$ cat src/rtl/data_sramlike_bridge.sv
// data_sramlike_bridge: converts single-cycle MEM-stage SRAM accesses into
// sram-like requests (addr_ok/data_ok). It stalls the pipeline until the
// access completes, holds load data while other stalls persist, and drains
// an in-flight transaction that was flushed by an exception.
module data_sramlike_bridge (
    input  logic        clk,
    input  logic        resetn,
    input  logic        data_sram_en,
    input  logic [3:0]  data_sram_wen,
    input  logic [1:0]  data_sram_size,
    input  logic [31:0] data_sram_addr,
    input  logic [31:0] data_sram_wdata,
    output logic [31:0] data_sram_rdata,
    input  logic        ext_stall,
    input  logic        flush,
    output logic        data_stall,
    output logic        data_req,
    output logic        data_wr,
    output logic [1:0]  data_size,
    output logic [31:0] data_addr,
    output logic [31:0] data_wdata,
    input  logic        data_addr_ok,
    input  logic        data_data_ok,
    input  logic [31:0] data_rdata
);

    typedef enum logic [1:0] {IDLE, ADDR, DATA, HOLD} state_t;

    state_t      state_reg, state_next;
    logic        discard_reg, discard_next;
    logic [31:0] rdata_buf_reg;
    logic        req_wr_reg;
    logic [1:0]  req_size_reg;
    logic [31:0] req_addr_reg;
    logic [31:0] req_wdata_reg;
    logic        issue;
    logic        done;

    // Issue happens only from IDLE with a live, unflushed access; done marks the data_ok cycle.
    always_comb begin
        issue = (state_reg == IDLE) && data_sram_en && !flush;
        done  = (state_reg == DATA) && data_data_ok;
    end

    // Next-state, discard tracking and bus/stall outputs. data_stall never looks at ext_stall.
    always_comb begin
        state_next   = state_reg;
        discard_next = discard_reg;
        data_req     = 1'b0;
        data_stall   = 1'b0;
        data_wr      = req_wr_reg;
        data_size    = req_size_reg;
        data_addr    = req_addr_reg;
        data_wdata   = req_wdata_reg;
        case (state_reg)
            IDLE: begin
                if (issue) begin
                    data_req   = 1'b1;
                    data_stall = 1'b1;
                    data_wr    = |data_sram_wen;
                    data_size  = data_sram_size;
                    data_addr  = data_sram_addr;
                    data_wdata = data_sram_wdata;
                    state_next = data_addr_ok ? DATA : ADDR;
                end
            end
            ADDR: begin
                // Request stays up until accepted, even if flushed meanwhile.
                data_req   = 1'b1;
                data_stall = 1'b1;
                if (flush) begin
                    discard_next = 1'b1;
                end
                if (data_addr_ok) begin
                    state_next = DATA;
                end
            end
            DATA: begin
                data_stall = !data_data_ok;
                if (data_data_ok) begin
                    // A flushed access (earlier or this cycle) must not park in HOLD.
                    state_next   = (ext_stall && !discard_reg && !flush) ? HOLD : IDLE;
                    discard_next = 1'b0;
                end else if (flush) begin
                    discard_next = 1'b1;
                end
            end
            HOLD: begin
                if (!ext_stall) begin
                    state_next = IDLE;
                end
            end
            default: begin
                state_next = IDLE;
            end
        endcase
        if (discard_reg && !done) begin
            data_stall = 1'b1;
        end
    end

    // State, discard flag, latched request fields and read buffer.
    always_ff @(posedge clk) begin
        if (!resetn) begin
            state_reg     <= IDLE;
            discard_reg   <= 1'b0;
            rdata_buf_reg <= 32'd0;
            req_wr_reg    <= 1'b0;
            req_size_reg  <= 2'd0;
            req_addr_reg  <= 32'd0;
            req_wdata_reg <= 32'd0;
        end else begin
            state_reg   <= state_next;
            discard_reg <= discard_next;
            if (issue) begin
                req_wr_reg    <= |data_sram_wen;
                req_size_reg  <= data_sram_size;
                req_addr_reg  <= data_sram_addr;
                req_wdata_reg <= data_sram_wdata;
            end
            if (done) begin
                rdata_buf_reg <= data_rdata;
            end
        end
    end

    // Load data bypasses the buffer on the completion cycle so the pipeline can proceed at once.
    assign data_sram_rdata = done ? data_rdata : rdata_buf_reg;

endmodule

$ cat config.mk
export PLATFORM = sky130hd
export DESIGN_NAME = data_sramlike_bridge
export DESIGN_NICKNAME = d
export VERILOG_FILES = /design/src/rtl/data_sramlike_bridge.sv
export SDC_FILE = /design/constraint.sdc
export NUM_CORES = 1
export LEC_CHECK = 0
export ABC_CLOCK_PERIOD_IN_PS = 5340
export BUFFER_PORTS_ARGS = -buffer_cell sky130_fd_sc_hd__buf_2
export CORE_ASPECT_RATIO = 0.8
export CORE_UTILIZATION = 45
export DETAILED_ROUTE_END_ITERATION = 8
export PLACE_DENSITY = 0.84
export SYNTH_ARGS = -nofsm -noshare
export SYNTH_HDL_FRONTEND = slang
export SYNTH_SLANG_ARGS = --single-unit
$ cat constraint.sdc
create_clock -name clk -period 5.34 [get_ports clk]
set_input_delay 1.335 -clock clk [delete_from_list [all_inputs] [get_ports clk]]
set_output_delay 1.335 -clock clk [all_outputs]
set_load 0.05 [all_outputs]
# After elaboration in Yosys (flattened, before gate mapping)
# Cells that the tools add are included.
# classes
muxes	23
eq_ne	7
div	0
addsub	0
bitwise	0
n_lt_le_gt_ge	0
reduce_logical	14
multipliers	0
shifts	0
# op_table
cell	count
two-way mux 32 bit	5
two-way mux 2 bit	8
!= test 2 bit (second input constant)	4
one-hot mux 2 bit (4 select lines)	1
logical AND 1 bit	6
two-way mux 1 bit	6
== test 2 bit (second input constant)	2
zero test 1 bit	4
one-hot mux 1 bit (2 select lines)	2
AND reduction 4 bit	1
OR reduction 4 bit	1
one-hot mux 1 bit (3 select lines)	1
== test 2 x 1 -> 1 bit (second input constant)	1
zero test 2 bit	1
nonzero test 2 bit	1
# totals
output_inout_bits	101
memories	0
reg_bits	102
elab_cells	51
latch_bits	0
ramBits	0
mem_bits_ro	0
input_bits	109

# Depth between registers and ports, before layout
# Gate-level depths: netlist of run 1.
# logic_depth
word_depth	6
depth_mapped	8
depth_no_buf	6

# Worst setup path before layout of run 1
# No wires, ideal clock.
# synth_path
kind	input-to-output
startpoint	input port flush
endpoint	output port data_stall
path_stages	6
t_required_ps	4005
n_path_buf	2
setup_slack_ps	531
t_arrival_ps	3474
path_cell_list	nand3b_1 > buf_4 > buf_6 > nand2b_1 > nor2_1 > o21ai_0
# synth_between
elab_chain_len	5
# synth_rtl
element	line_no	source
start: declaration	15	input logic flush,
zero test 1 bit	41	issue = (state_reg == IDLE) && data_sram_en && !flush;
logical AND 1 bit	41	
two-way mux 1 bit	57	if (issue) begin
one-hot mux 1 bit (3 select lines)	55	case (state_reg)
two-way mux 1 bit	97	if (discard_reg && !done) begin
end: declaration	16	output logic data_stall,
# Every way passes these cells.

# Worst setup path after layout of run 1
# layout_path
startpoint	input port flush
endpoint	output port data_wdata[7]
# layout_between
elab_chain_len	4
# layout_rtl
element	line_no	source
zero test 1 bit	41	
logical AND 1 bit	41	
two-way mux 32 bit	57	
two-way mux 32 bit	55	
end: declaration	21	output logic [31:0] data_wdata,
# Every way passes these cells.

==> results of run 1 <==
-- metal layers --
metal / vias up / GRT usage [%] / wire, um
li1: 1573 / - / -
met1: 1457 / 20.48 / 3682
met2: 129 / 33.68 / 4506
met3: 21 / 7.217 / 778
met4: 0 / 8.845 / 225
met5: - / 0 / 0
-- worst register-to-register path, stage by stage, from the launching register on --
cell      delay, ns
dfxtp_1        0.41
inv_1          0.09
ha_1           0.27
nand3b_1       0.16
buf_12         0.33
mux2_2         0.47
and2_1         0.16
-- where the power goes --
part | internal [mW] | leakage (nW) | switching, mW
sequential | 0.841 | 0.830 | 0.0268
combinational | 0.343 | 1.93 | 0.763
clock | 0.421 | 0.154 | 0.273
total | 1.61 | 2.91 | 1.06
-- area by class of cell --
type	count	area [um2]	area share, %
Tap cell	112	140.1	2.519
Inverter	3	11.26	0.2024
Timing Repair Buffer	212	1081	19.43
Clock inverter	6	85.08	1.529
Clock buffer	10	239.0	4.295
Multi-Input combinational cell	226	1966	35.33
Sequential cell	102	2042	36.70
-- layout by cell type (no fill, tap or decap), types with 2 or more instances in the layout --
cell        synthesis  layout
nand2_1             3       3
nand2b_1            5       5
mux2_2             91      91
a311oi_1            2       2
dfxtp_1           102     102
a21oi_1             2       2
ha_1                5       5
and2_1            100     100
clkinvlp_4          0       2
mux2_4              7       7
o21ai_0             2       2
bufinv_16           0       2
buf_4               1       2
buf_2               8     209
clkinv_2            0       2
nor2b_1             2       2
nor2_1              2       2
clkbuf_16           0       9
inv_1               3       3
-- cells by family after synthesis --
kind of cell | count (synthesis) | share of synthesized area, %
buffers and inverters | 24 | 2.704
AO/OA/AOI/OAI | 8 | 1.488
AND/OR/NAND/NOR | 115 | 17.28
multiplexers | 98 | 27.43
adder cells (fa/ha/maj) | 5 | 1.519
flip-flops | 102 | 49.57
-- through the flow --
step                      hold WS [ns]  total power [mW]  setup WS, ns  instance area [um2]
after floorplan                 0.4932             1.764        0.5307                 4119
after global placement          0.5192             1.967         1.448                 5240
after detailed placement        0.5476             1.992         1.428                 5240
after CTS                       0.5547             2.695         1.418                 5564
after global routing            0.5783             2.788         1.326                 5564
final                           0.5511             2.668         1.401                 5564
-- final timing paths --
check	start	end	slack (ns)	cells after the start
worst max-delay path	flush	data_wdata[7]	1.40	5
worst min register to register	state_reg[1]	state_reg[1]	0.55	2
worst min-delay path	state_reg[1]	state_reg[1]	0.55	2
worst max register to register	state_reg[0]	req_wdata_reg[0]	3.36	6
==> results by group, run 1 <==
Synthesis
  • Most common cell in the netlist: dfxtp_1
  • Asr flop ratio synth: 0%
  • Mapped Area: 4119 um2
  • Post-Synthesis Cells: 352
  • Sequential share of the synthesized area: 49.57%
  • Synthesized area per cell: 11.70 um2
  • EDFF count, synth: 0
  • Ys Warns: 0
  • Top post-synthesis cells by area: dfxtp_1 50%, mux2_2 25%, and2_1 15%
  • Yosys top cell by area: dfxtp_1
  • Synth top area share: 49.57%
  • Post-synth top cells: 102 x dfxtp_1, 100 x and2_1, 91 x mux2_2, 11 x clkbuf_1, 8 x buf_2
  • Synth Flop Type: dfxtp_1
  • Syn_nets: 466
  • Synthesis-stage register bit count: 102
  • Netlist cell types: 22

Timing
  • Finish-stage setup viols: 0
  • Max_slew headroom: 42.95%
  • Layout Skew: 0.005721 ns
  • Setup TNS Final: 0 ns
  • Min Clock Period, post-route: 3.939 ns
  • Max Freq: 253.9 MHz
  • Slew @ Worst Pin: 0.8558 ns
  • Max-slew violations: 0
  • RSZ-0062 raised after global routing: no
  • Final worst-path cycle share: 73.76%
  • Hold Fails Final Rpt: 0

Die
  • Die area: 9542 um2
  • Row Count: 30
  • Core footprint: 8671 um2
  • Die width: 109.0 um
  • Top Ports: 210
  • Initial core utilization: 47.50%
  • Die H: 87.57 um

Routing
  • Drt pass-1 iters: 4
  • DRT iter0 DRCs: 81
  • DR DRC count: 0
  • Final wirelength: 9.192 mm
  • DRT antenna net count: 0
  • Drt via density: 4.739
  • DR vias: 3180
  • DR WL/cell: 13.70 um

Worst setup path
  • CP Data Required Time: 4.01 ns
  • Setup crit end kind: primary output
  • Worst Path Max Fanout: 69
  • Kind of critical path: primary input to primary output
  • Critical path's largest stage delay: 0.41 ns
  • Worst Path Buf+Inv: 3
  • CP startpoint kind: primary input
  • CP delay by family, top: buffers and inverters
  • CP dominant cell by count: buf_2
  • Crit path cell chain: buf_2, nand3b_1, buf_12, mux2_2, buf_2
  • CP max stage cell: mux2_2
  • Critical path arrival: 2.60 ns

Finish
  • Share of layout cells above drive strength 1: 58.50%
  • Final Instance Count excl. Fillers: 671
  • Fillcell total: 711
  • Number of inserted diodes: 0
  • Area grow syn2layout: 35.09%
  • Fin util: 64.17%
  • Nets: 668

Status
  • Outcome: complete, no violations

Job
  • Max-Cap Viols: 0

Clock tree
  • Post-CTS resize count: 0
  • Worst-skew pair later-pin latency: 0.34 ns
  • Root buffer cell: clkbuf_16
  • Postcts setup bufs: 0
  • Clock buffer depth: 2
  • Hold buffer count at cts: 0
  • CTS Sinks: 102
  • H-tree levels: 3
  • CTS tree: yes
  • Worst-path clk slew: 0.06 ns
  • CTS Buf Count: 9

Pwr
  • Leakage power: 2.912 nW
  • Power per Cell Area: 479.5 nW/um2
  • Worst VDD drop: 296.2 uV

Global route
  • GR Overflow Total: 0
  • Largest net degree at the start of global routing: 70
  • Initial antenna violation count: 0
  • GRT Overall Usage: 19.17%
  • Global-route wire length before repair: 13.97 mm
  • Vias in the first global route: 3109

Worst hold path
  • Hold Crit Class: flip-flop to flip-flop

Placement
  • Port bufs: 209
  • Placed Instances: 655
  • Hpwl dp: 6.743 mm
  • Placer Congestion: 0.8083
(Power assumes the default switching activity.)
==> inputs of run 2 (changes only) <==
Settings changed: ABC_CLOCK_PERIOD_IN_PS 5340 to 3800.
Clock period 5.34 ns to 3.8 ns, I/O delays scaled along.
==> run 2 against run 1 <==
Against the previous run: flip-flop and latch count did not move; routed wire length up 2.8%; first-iteration DRC count is 25% lower; clock skew is 0.0032 ns higher; clock-buffer cell count did not move; largest power group unchanged; via count is 1.4% lower; sequential share of layout area hardly changed; die area is the same; core utilization increased by 0.087 points.
==> results by group, run 2 (synthesis results as in run 1) <==
Global route
  • GRT Overall Usage: 19.93%
  • Vias in the first global route: 3046
  • GR Overflow Total: 0
  • Largest net degree at the start of global routing: 42
  • Initial antenna violation count: 0
  • Global-route wire length before repair: 14.28 mm

Status
  • Outcome: complete, no violations

Clock tree
  • Root buffer cell: clkbuf_16
  • CTS Sinks: 102
  • H-tree levels: 3
  • Worst-skew pair later-pin latency: 0.34 ns
  • Post-CTS resize count: 0
  • Hold buffer count at cts: 0
  • Postcts setup bufs: 0
  • CTS tree: yes
  • CTS Buf Count: 9
  • Clock buffer depth: 2
  • Worst-path clk slew: 0.07 ns

Routing
  • Drt pass-1 iters: 4
  • DR DRC count: 0
  • DRT antenna net count: 0
  • DRT iter0 DRCs: 61
  • Drt via density: 4.661
  • DR vias: 3137
  • DR WL/cell: 14.04 um
  • Final wirelength: 9.446 mm

Worst setup path
  • R2R Path End: req_wdata_reg[13]
  • CP Data Required Time: 2.85 ns
  • Cells on worst reg2reg path: 6
  • Critical path arrival: 2.33 ns
  • CP startpoint kind: flip-flop
  • Reg2reg setup slack: 1.77 ns
  • Kind of critical path: flip-flop to primary output
  • R2r startpoint: state_reg[0]
  • Worst Path Max Fanout: 29
  • Setup crit end kind: primary output

Finish
  • Nets: 670
  • Final Instance Count excl. Fillers: 673
  • Share of layout cells above drive strength 1: 58.65%
  • Fillcell total: 695
  • Most common library cell in the layout ignoring fill and taps: buf_2
  • Area grow syn2layout: 35.27%
  • Most frequent cells in the layout: 209 x buf_2, 102 x dfxtp_1, 100 x and2_1
  • Multi-input logic area: 1966 um2
  • Number of inserted diodes: 0
  • Final instance area: 5572 um2
  • Register area: 2042 um2

Timing
  • Setup TNS Final: 0 ns
  • Hold Fails Final Rpt: 0
  • Hold slack: 0.5454 ns
  • Final worst-path cycle share: 86.33%
  • Max-slew violations: 0
  • Slew @ Worst Pin: 0.4707 ns
  • Layout Skew: 0.008920 ns
  • Finish-stage setup viols: 0
  • Max_slew headroom: 68.62%
  • Max Freq: 304.8 MHz
  • RSZ-0062 raised after global routing: no
  • Min Clock Period, post-route: 3.281 ns

Worst hold path
  • WHS Path Cells: 2
  • Hold Crit Class: flip-flop to flip-flop
  • Hold Path End: state_reg[1]
  • Worst min-delay path startpoint: state_reg[1]

Job
  • Max-Cap Viols: 0

Placement
  • Hpwl dp: 7.328 mm
  • Placed instance area: 5255 um2
  • Port bufs: 209
  • Placer Congestion: 0.8129
  • Placed Instances: 657

Die
  • Top Ports: 210
  • Die width: 109.0 um
  • Initial core utilization: 47.50%
  • Die area: 9542 um2
  • Core footprint: 8671 um2
  • Row Count: 30
  • Die H: 87.57 um

Pwr
  • Power per Cell Area: 668.4 nW/um2
  • Leakage power: 2.920 nW
  • Worst VDD drop: 456.9 uV
==> run 2: area by class of cell <==
type | count | share of cell area [%]
well taps | 112 | 2.515
repair buffers | 214 | 19.67
flip-flops and latches | 102 | 36.65
inverters | 3 | 0.2021
multi-input cells | 226 | 35.28
clock inverters | 6 | 1.392
clock buffers | 10 | 4.289
==> run 2: power breakdown <==
group | switching, mW | internal, mW
sequential | 0.0393 | 1.18
combinational | 1.07 | 0.486
clock | 0.408 | 0.541
==> run 2: layer usage <==
layer | GRT usage, % | share of wire (%)
met5 | 0 | 0
met4 | 9.459 | 2.4
met3 | 6.250 | 6.5
met2 | 35.96 | 51
met1 | 21.22 | 40
==> run 2: through the flow <==
stage	power, mW	util, %	worst slack, ns
6_report	3.724	64.26	0.5193
5_1_grt	3.888	64.26	0.3716
4_1_cts	3.762	64.26	0.5211
3_5_place_dp	2.801	60.61	0.5903
3_3_place_gp	2.773	60.61	0.6451
2_1_floorplan	2.480	-	0.1329
==> run 2: how the worst max path moves through the flow <==
stage / from / endpoint / slack [ns] / depth (start not counted)
final: state_reg[0] / data_wdata[13] / 0.52 / 6
after global routing: state_reg[1] / data_wdata[13] / 0.37 / 6
after CTS: state_reg[0] / data_wdata[13] / 0.52 / 6
after detailed placement: flush / data_wdata[13] / 0.59 / 5
after global placement: flush / data_wdata[14] / 0.65 / 5
after floorplan: flush / data_stall / 0.13 / 6
==> run 2: worst max-delay path: stages (launching register included) <==
cell and delay (ns):
dfxtp_1 0.40, inv_1 0.09, ha_1 0.27, nand3b_1 0.19, buf_4 0.39, mux2_2 0.41
buf_2 0.22
==> inputs of run 3 (changes only) <==
Settings changed: CAP_MARGIN set to 15, RECOVER_POWER set to 50.
==> run 3 against run 2 <==
Against the previous run: setup slack better by 0.024 ns; combinational power is essentially flat; global-route usage stayed put; core utilization decreased by 0.32 points; critical path type unchanged; clock-buffer cell count unchanged; sequential share of layout area is 0.18 points higher; clock skew barely moved; critical endpoint unchanged; cell count is the same.
==> results by group, run 3 (synthesis results as in run 1) <==
Clock tree
  • Post-CTS resize count: 0
  • Hold buffer count at cts: 0
  • Clock buffer depth: 2
  • Root buffer cell: clkbuf_16
  • Postcts setup bufs: 0
  • CTS Buf Count: 9
  • Worst-path clk slew: 0.07 ns
  • H-tree levels: 3
  • CTS tree: yes
  • CTS Sinks: 102
  • Worst-skew pair later-pin latency: 0.34 ns

Status
  • Outcome: complete, no violations

Worst setup path
  • Critical path's largest stage delay: 0.40 ns
  • Worst Path Max Fanout: 29
  • CP Data Required Time: 2.85 ns
  • Setup crit end kind: primary output
  • Crit path cell chain: inv_1, ha_1, nand3b_1, buf_4, mux2_2, buf_2
  • Reg2reg setup slack: 1.79 ns
  • CP startpoint kind: flip-flop
  • R2R Path End: req_wdata_reg[13]
  • Cells on worst reg2reg path: 6
  • CP max stage cell: dfxtp_1
  • Kind of critical path: flip-flop to primary output
  • R2r startpoint: state_reg[0]
  • Critical path arrival: 2.31 ns

Timing
  • Hold Fails Final Rpt: 0
  • Min Clock Period, post-route: 3.257 ns
  • Final worst slack: 0.5432 ns
  • Setup TNS Final: 0 ns
  • RSZ-0062 raised after global routing: no
  • Max_slew headroom: 12.03%
  • Final worst-path cycle share: 85.70%
  • Layout Skew: 0.008775 ns
  • Max Freq: 307.1 MHz
  • Finish-stage setup viols: 0
  • Max-slew violations: 0
  • Slew @ Worst Pin: 1.320 ns

Die
  • Die H: 87.57 um
  • Row Count: 30
  • Core footprint: 8671 um2
  • Top Ports: 210
  • Die area: 9542 um2
  • Initial core utilization: 47.50%
  • Die width: 109.0 um

Global route
  • Largest net degree at the start of global routing: 42
  • GRT Overall Usage: 19.93%
  • Global-route wire length before repair: 14.28 mm
  • Initial antenna violation count: 0
  • Vias in the first global route: 3046
  • GR Overflow Total: 0

Placement
  • Hpwl dp: 7.328 mm
  • Placed instance area: 5255 um2
  • Placer Congestion: 0.8129
  • Port bufs: 209
  • Dpl ws: 0.5903 ns

Routing
  • Final wirelength: 9.430 mm
  • DR WL/cell: 14.01 um
  • Drt via density: 4.675
  • DR DRC count: 0
  • Drt pass-1 iters: 4
  • DR vias: 3146
  • DRT antenna net count: 0
  • DRT iter0 DRCs: 58

Worst hold path
  • Hold Path End: state_reg[1]
  • Worst min-delay path startpoint: state_reg[1]
  • Hold Crit Class: flip-flop to flip-flop
  • WHS Path Cells: 2

Finish
  • Fillcell total: 702
  • Nets: 670
  • Most frequent cells in the layout: 208 x buf_2, 102 x dfxtp_1, 86 x mux2_2
  • Area grow syn2layout: 34.60%
  • Share of layout cells above drive strength 1: 56.33%
  • Most common library cell in the layout ignoring fill and taps: buf_2
  • Final instance area: 5544 um2
  • Register area: 2042 um2
  • Number of inserted diodes: 0
  • Multi-input logic area: 1947 um2

Pwr
  • Power per Cell Area: 668.5 nW/um2
  • Worst VDD drop: 455.5 uV
  • Leakage power: 2.864 nW

Job
  • Max-Cap Viols: 0
==> run 3: cell count changes in the layout (fill, tap and decap cells not counted), sizes merged <==
cell,delta
buf,-3
clkbuf,+3
==> run 3: layout make-up <==
cell class	instances	share of cell area, %
clock buffer	10	4.311
multi-input combinational	226	35.12
timing repair buffer	214	19.61
tap	112	2.528
inverter	3	0.2031
clock inverter	6	1.399
sequential	102	36.83
==> run 3: where the power goes <==
part	switching, mW	leakage (nW)	internal (mW)	total (mW)
clock	0.407	0.153	0.541	0.948
combinational	1.07	1.88	0.471	1.54
sequential	0.0391	0.830	1.18	1.22
==> run 3: worst max-delay path: cells and delay by family, from the launching register on <==
kind,cells,cell delay (ns)
adders and majority gates,1,0.27
buffers and inverters,3,0.68
DFF,1,0.40
muxes,1,0.40
and+or+nand+nor,1,0.19
==> run 3: worst max path at each step <==
stage | slack (ns) | depth (start not counted) | to | from
6_report | 0.54 | 6 | data_wdata[13] | state_reg[0]
5_1_grt | 0.39 | 6 | data_wdata[13] | state_reg[1]
4_1_cts | 0.52 | 6 | data_wdata[13] | state_reg[0]
3_5_place_dp | 0.59 | 5 | data_wdata[13] | flush
3_3_place_gp | 0.65 | 5 | data_wdata[14] | flush
2_1_floorplan | 0.13 | 6 | data_stall | flush
==> run 3: metal layers <==
layer	part of all wire (%)	up-vias	global-route usage (%)
li1	-	1572	-
met1	39	1425	21.22
met2	52	128	35.96
met3	6.8	21	6.250
met4	2.3	0	9.459
met5	0	-	0
==> run 3: per-stage QoR <==
| stage | power, mW | std cells | hold WS, ns | util, % |
|---|---|---|---|---|
| 2_1_floorplan | 2.480 | 352 | 0.4932 | - |
| 3_3_place_gp | 2.773 | 657 | 0.5170 | 60.61 |
| 3_5_place_dp | 2.801 | 657 | 0.5352 | 60.61 |
| 4_1_cts | 3.762 | 673 | 0.5468 | 64.26 |
| 5_1_grt | 3.872 | 673 | 0.5929 | 63.94 |
| 6_report | 3.706 | 673 | 0.5459 | 63.94 |
